==> config.mk <==
export PLATFORM = sky130hd
export DESIGN_NAME = mod_counter
export DESIGN_NICKNAME = d
export VERILOG_FILES = /design/src/rtl/mod_counter.sv
export SDC_FILE = /design/constraint.sdc
export NUM_CORES = 1
export LEC_CHECK = 0
export BUFFER_PORTS_ARGS = -buffer_cell sky130_fd_sc_hd__buf_2
export CORE_AREA = 2 2 39 41
export DETAILED_ROUTE_END_ITERATION = 12
export DIE_AREA = 0 0 41 43
export PLACE_DENSITY = 0.61
export SETUP_SLACK_MARGIN = 0.4
export SLEW_MARGIN = 20
export SYNTH_ARGS = -nofsm -noshare
export SYNTH_HDL_FRONTEND = slang
export SYNTH_SLANG_ARGS = --single-unit
==> constraint.sdc <==
create_clock -name CLK -period 5.89 [get_ports CLK]
set_clock_uncertainty 0.2 [all_clocks]
set_input_delay 0.2945 -clock CLK [delete_from_list [all_inputs] [get_ports CLK]]
set_output_delay 0.2945 -clock CLK [all_outputs]
set_load 0.01 [all_outputs]
==> src/rtl/mod_counter.sv <==
// Modulo-MODULO up/down counter with wrap/saturate mode, terminal-count pulse and sticky overflow.
// Define MOD_COUNTER_PRESCALE_EN to divide the count enable by PRESCALE.
module mod_counter #(
  parameter int unsigned WIDTH    = 4,
  parameter int unsigned MODULO   = 16,
  parameter int unsigned PRESCALE = 4
) (
  input  logic             CLK,
  input  logic             RST_X,
  input  logic             COUNTON,
  input  logic             UP,
  input  logic             SAT,
  input  logic             CLR,
  input  logic             LOAD,
  input  logic [WIDTH-1:0] LDVAL,
  output logic [WIDTH-1:0] CNT,
  output logic             TC,
  output logic             OVF
);

  // Truncation is exact: MODULO <= 2^WIDTH, so MODULO-1 always fits.
  localparam logic [WIDTH-1:0] MaxVal = WIDTH'(MODULO - 1);

  logic [WIDTH-1:0] cnt_q, cnt_d;
  logic             tc_q, tc_d;
  logic             ovf_q, ovf_d;
  logic             step;
  logic             at_end;

`ifdef MOD_COUNTER_PRESCALE_EN
  localparam int unsigned PsW = $clog2(PRESCALE);
  localparam logic [PsW-1:0] PsMax = PsW'(PRESCALE - 1);

  logic [PsW-1:0] ps_q, ps_d;
  logic           ps_tick;

  assign ps_tick = (ps_q == PsMax);

  always_comb begin
    ps_d = ps_q;
    if (CLR || LOAD) begin
      ps_d = '0;
    end else if (COUNTON) begin
      ps_d = ps_tick ? '0 : ps_q + 1'b1;
    end
  end

  always_ff @(posedge CLK or negedge RST_X) begin
    if (!RST_X) begin
      ps_q <= '0;
    end else begin
      ps_q <= ps_d;
    end
  end

  assign step = COUNTON & ps_tick & ~CLR & ~LOAD;
`else
  assign step = COUNTON & ~CLR & ~LOAD;
`endif

  assign at_end = UP ? (cnt_q == MaxVal) : (cnt_q == '0);

  always_comb begin
    cnt_d = cnt_q;
    tc_d  = 1'b0;
    ovf_d = ovf_q;
    if (CLR) begin
      cnt_d = '0;
      ovf_d = 1'b0;
    end else if (LOAD) begin
      cnt_d = (LDVAL > MaxVal) ? MaxVal : LDVAL;
    end else if (step) begin
      tc_d  = at_end;
      ovf_d = ovf_q | at_end;
      if (at_end) begin
        cnt_d = SAT ? cnt_q : (UP ? '0 : MaxVal);
      end else begin
        // Only reached below the range end, so +1/-1 never leaves 0..MODULO-1.
        cnt_d = UP ? cnt_q + 1'b1 : cnt_q - 1'b1;
      end
    end
  end

  always_ff @(posedge CLK or negedge RST_X) begin
    if (!RST_X) begin
      cnt_q <= '0;
      tc_q  <= 1'b0;
      ovf_q <= 1'b0;
    end else begin
      cnt_q <= cnt_d;
      tc_q  <= tc_d;
      ovf_q <= ovf_d;
    end
  end

  assign CNT = cnt_q;
  assign TC  = tc_q;
  assign OVF = ovf_q;

endmodule
==> results by stage <==
Status:
- The flow ran to the end, and the final reports show no timing, DRC or antenna violations.

STA:
- Summed over all failing endpoints, the final setup total negative slack is 0 ns.
- The final setup violation count is 0.
- Final hold analysis gives a worst-case slack of 0.107 ns.
- The relative slew slack is 0.772.
- The post-layout minimum cycle time is 2.06 ns.
- The final setup slack of the worst path is 3.83 ns.
- The timing-limited maximum frequency is 486 MHz.
- The final count of hold timing violations was 0.
- In the finished design, the share of the clock period the worst path needs comes to 0.350.
- The final-report max-slew violation count is 0.
- Setup repair after global routing left no endpoint under its margin.
- For the pin with the worst max-slew slack, the measured transition is 0.341 ns.

Place:
- Prior to clock tree synthesis, the placed netlist has a worst setup slack of 3.79 ns.
- The port buffer count is 16.
- The global placement routability congestion is 0.769.
- The total placed cells including tap cells is 81.
- The detailed-placement wirelength estimate is 854 µm.
- Summing all placed instances gives a cell area of 572 µm².

CTS:
- The cell sitting at the root of the clock tree is a sky130_fd_sc_hd__clkbuf_4.
- No sink is reached through more buffers than the 2 on the longest clock path.
- In this run the number of H-tree levels came out at 1.
- The count of cells resized by post-cts repair is 0.
- The total CTS buffers is 3.
- The clock input transition at the sequential cells of the worst setup and hold paths is 0.04 ns.
- TritonCTS built the clock tree.
- The total number of clock tree sinks is 6.
- The clock insertion delay at the later pin of the skew report is 0.23 ns.

Floorplanning:
- The initialized floorplan defines 14 standard-cell rows.
- The die covers 0.00176 mm².
- The standard cell core area is 0.00138 mm².
- The die is 41 µm wide.
- The die is 43 µm tall.
- The number of top-level pins is 17.
- The starting density of the core is 0.349.

Routing:
- The number of iterations in the first detailed-routing pass is 4.
- The number of nets with antenna violations after detailed routing is 0.
- The detailed router finished its first iteration with 6 violations.
- Wires add up to 1.03 mm.
- The total vias in the final route is 440.
- For this run, design rule violations remaining after detail routing come to 0.
- The average vias per placed instance is 5.18.
- Dividing the detail-routed wire length by the instance count gives 12.1 µm.

Global routing:
- The pin count of the biggest net entering global routing is 11.
- The number of global-route vias before repair is 426.
- The first global-routing pass estimated 1.70 mm of wire.
- The number of antenna violations at the first check in global routing came to 0.
- Global routing finished with a remaining overflow of 0.
- For this run, the total global-route usage over all layers was measured as 0.138.

Finish:
- The post-route cell area is 604 µm².
- From synthesis to final layout, the design area changed by 25.1%.
- The net count of the finished layout is 85.
- After the flow finishes, the layout carries non-filler instances totaling 85.
- The footprint of the multi-input gates is 299 µm².
- The repair_antennas step left the layout with diodes totalling 0.
- After filler insertion, the fill cell instance count of the layout stands at 142.
- In the final layout, the share of cells above drive strength 1 is 0.377.
- The sequential cell area is 150 µm².

Critical path:
- For this design, the slowest cell found on the critical path is sky130_fd_sc_hd__fa_1.
- The maximum cell stage delay along the critical path is 0.52 ns.
- STA classifies the critical path startpoint as a register.
- Of all nets on the critical path, the largest fanout is 5.
- At the worst endpoint, the arrival time is 1.97 ns.
- STA classifies the critical path endpoint as a register.
- The signal on the critical path passes through inv_1, fa_1, nor2b_1, a2111oi_2, a311o_1.
- The required time of the critical path is 5.80 ns.
- The worst setup path is of the reg2reg kind.

Logic synthesis:
- Counting every net in the synthesized netlist gives 64.
- Synthesis produced 50 cells.
- The number of library cell types mapped by synthesis is 27.
- The number of flip-flops and latches in the synthesized netlist is 6.
- The synthesized netlist occupies a cell area of 483 µm².
- By area the synthesized netlist is led by sky130_fd_sc_hd__dfrtp_1, sky130_fd_sc_hd__xnor2_1, sky130_fd_sc_hd__ha_1.
- The mean instance size in the synthesized netlist is 9.66 µm².
- Of the post-synthesis cell area, the dominant cell type holds 0.311.
- Of all cell types, the one taking the most synthesized area is sky130_fd_sc_hd__dfrtp_1.
- Yosys printed 0 warnings.
- The share of the Yosys chip area taken by registers is 0.311.

Flow run:
- The number of maximum-capacitance constraint violations is 0.

Power:
- Dividing total power by cell area gives a power density of 208 mW/mm².
- The static leakage power is 0.300 nW.
- The maximum resistive drop on vdd is 0.000107 V.

Worst hold path:
- The path class of the tightest hold or removal check is in2reg.
-- Yosys cell counts --
cell                        count
sky130_fd_sc_hd__a21oi_1        2
sky130_fd_sc_hd__a211o_2        1
sky130_fd_sc_hd__o211ai_1       1
sky130_fd_sc_hd__nor2_1         4
sky130_fd_sc_hd__buf_6          1
sky130_fd_sc_hd__nor3_2         1
sky130_fd_sc_hd__nor2b_1        1
sky130_fd_sc_hd__or4_4          1
sky130_fd_sc_hd__fa_1           1
sky130_fd_sc_hd__a21o_1         2
sky130_fd_sc_hd__a2111oi_2      1
sky130_fd_sc_hd__xnor2_1        3
sky130_fd_sc_hd__nand3_1        2
sky130_fd_sc_hd__o21ai_0        2
sky130_fd_sc_hd__a311o_1        1
sky130_fd_sc_hd__nand2b_1       1
sky130_fd_sc_hd__nand2_1        2
sky130_fd_sc_hd__dfrtp_1        6
sky130_fd_sc_hd__o22ai_1        1
sky130_fd_sc_hd__inv_1          6
sky130_fd_sc_hd__a2bb2oi_1      1
sky130_fd_sc_hd__a32o_1         1
sky130_fd_sc_hd__nor2_8         1
sky130_fd_sc_hd__o21a_1         2
sky130_fd_sc_hd__ha_1           2
sky130_fd_sc_hd__a21oi_2        2
sky130_fd_sc_hd__nor4_1         1
-- kinds of logic (layout without fill, tap and decap cells) --
| family | Yosys count | count (layout) | share of synthesized area |
|---|---|---|---|
| fa+ha+maj | 3 | 3 | 0.0933 |
| buf+inv | 7 | 26 | 0.0699 |
| flops | 6 | 6 | 0.311 |
| simple gates | 14 | 14 | 0.192 |
| compound gates | 17 | 17 | 0.280 |
| xor+xnor | 3 | 3 | 0.0544 |
-- metrics by stage --
stage                     utilization  power [mW]
after floorplan                     -      0.0774
after global placement          0.413      0.0895
after detailed placement        0.413      0.0905
after CTS                       0.437       0.128
after global routing            0.437       0.135
final                           0.437       0.126
-- where the power goes --
group / internal [mW] / total, mW / switching (mW)
Sequential: 0.0444 / 0.0492 / 0.00474
Combinational: 0.0194 / 0.0407 / 0.0212
Clock: 0.0229 / 0.0357 / 0.0128
Total: 0.0868 / 0.126 / 0.0387
-- critical path, delay by kind of cell (launching register included) --
kind,cells,cell delay [ns]
compound gates,2,0.39
buf+inv,1,0.17
fa+ha+maj,1,0.52
simple gates,1,0.16
flops,1,0.50
-- area by class of cell --
class,instances,area share
tap,16,0.0331
inverter,6,0.0373
timing repair buffer,17,0.149
multi-input combinational,37,0.495
clock buffer,3,0.0373
sequential,6,0.248
-- sequential cells by signal, indices dropped and copies added, names as in the netlist --
register / cells
CNT: 4
OVF: 1
TC: 1
-- layer usage --
metal  track usage  share of wire  vias to the layer above
met5             0              0                        -
li1              -              -                      222
met2         0.222           0.52                        5
met4        0.0600              0                        0
met3        0.0157          0.032                        0
met1         0.175           0.45                      213
-- worst paths after layout --
| kind | from | cells past startpoint | slack, ns | end |
|---|---|---|---|---|
| max reg2reg | CNT[0]$_DFFE_PN0P_ | 5 | 3.83 | CNT[1]$_DFFE_PN0P_ |
| min | CLR | 2 | 0.11 | CNT[2]$_DFFE_PN0P_ |
| max in group asynchronous | RST_X | 2 | 5.14 | CNT[0]$_DFFE_PN0P_ |
| min in group asynchronous | RST_X | 2 | 0.21 | TC$_DFF_PN0_ |
| max | CNT[0]$_DFFE_PN0P_ | 5 | 3.83 | CNT[1]$_DFFE_PN0P_ |
| min reg2reg | OVF$_DFFE_PN0P_ | 1 | 0.27 | OVF$_DFFE_PN0P_ |
-- cell usage in the layout, fill, tap and decap left out, types with 2 or more instances in the layout --
| cell | instances |
|---|---|
| sky130_fd_sc_hd__buf_2 | 16 |
| sky130_fd_sc_hd__dfrtp_1 | 6 |
| sky130_fd_sc_hd__inv_1 | 6 |
| sky130_fd_sc_hd__nor2_1 | 4 |
| sky130_fd_sc_hd__xnor2_1 | 3 |
| sky130_fd_sc_hd__clkbuf_4 | 3 |
| sky130_fd_sc_hd__nand3_1 | 2 |
| sky130_fd_sc_hd__nand2_1 | 2 |
| sky130_fd_sc_hd__o21ai_0 | 2 |
| sky130_fd_sc_hd__a21oi_2 | 2 |
| sky130_fd_sc_hd__a21oi_1 | 2 |
| sky130_fd_sc_hd__o21a_1 | 2 |
| sky130_fd_sc_hd__a21o_1 | 2 |
| sky130_fd_sc_hd__ha_1 | 2 |
-- repair_timing --
action,CTS,global route
hold buffers,1,0
buffers inserted,0,0
hold endpoints to repair,6,0
No activity file was read; power rests on OpenSTA's default activity.
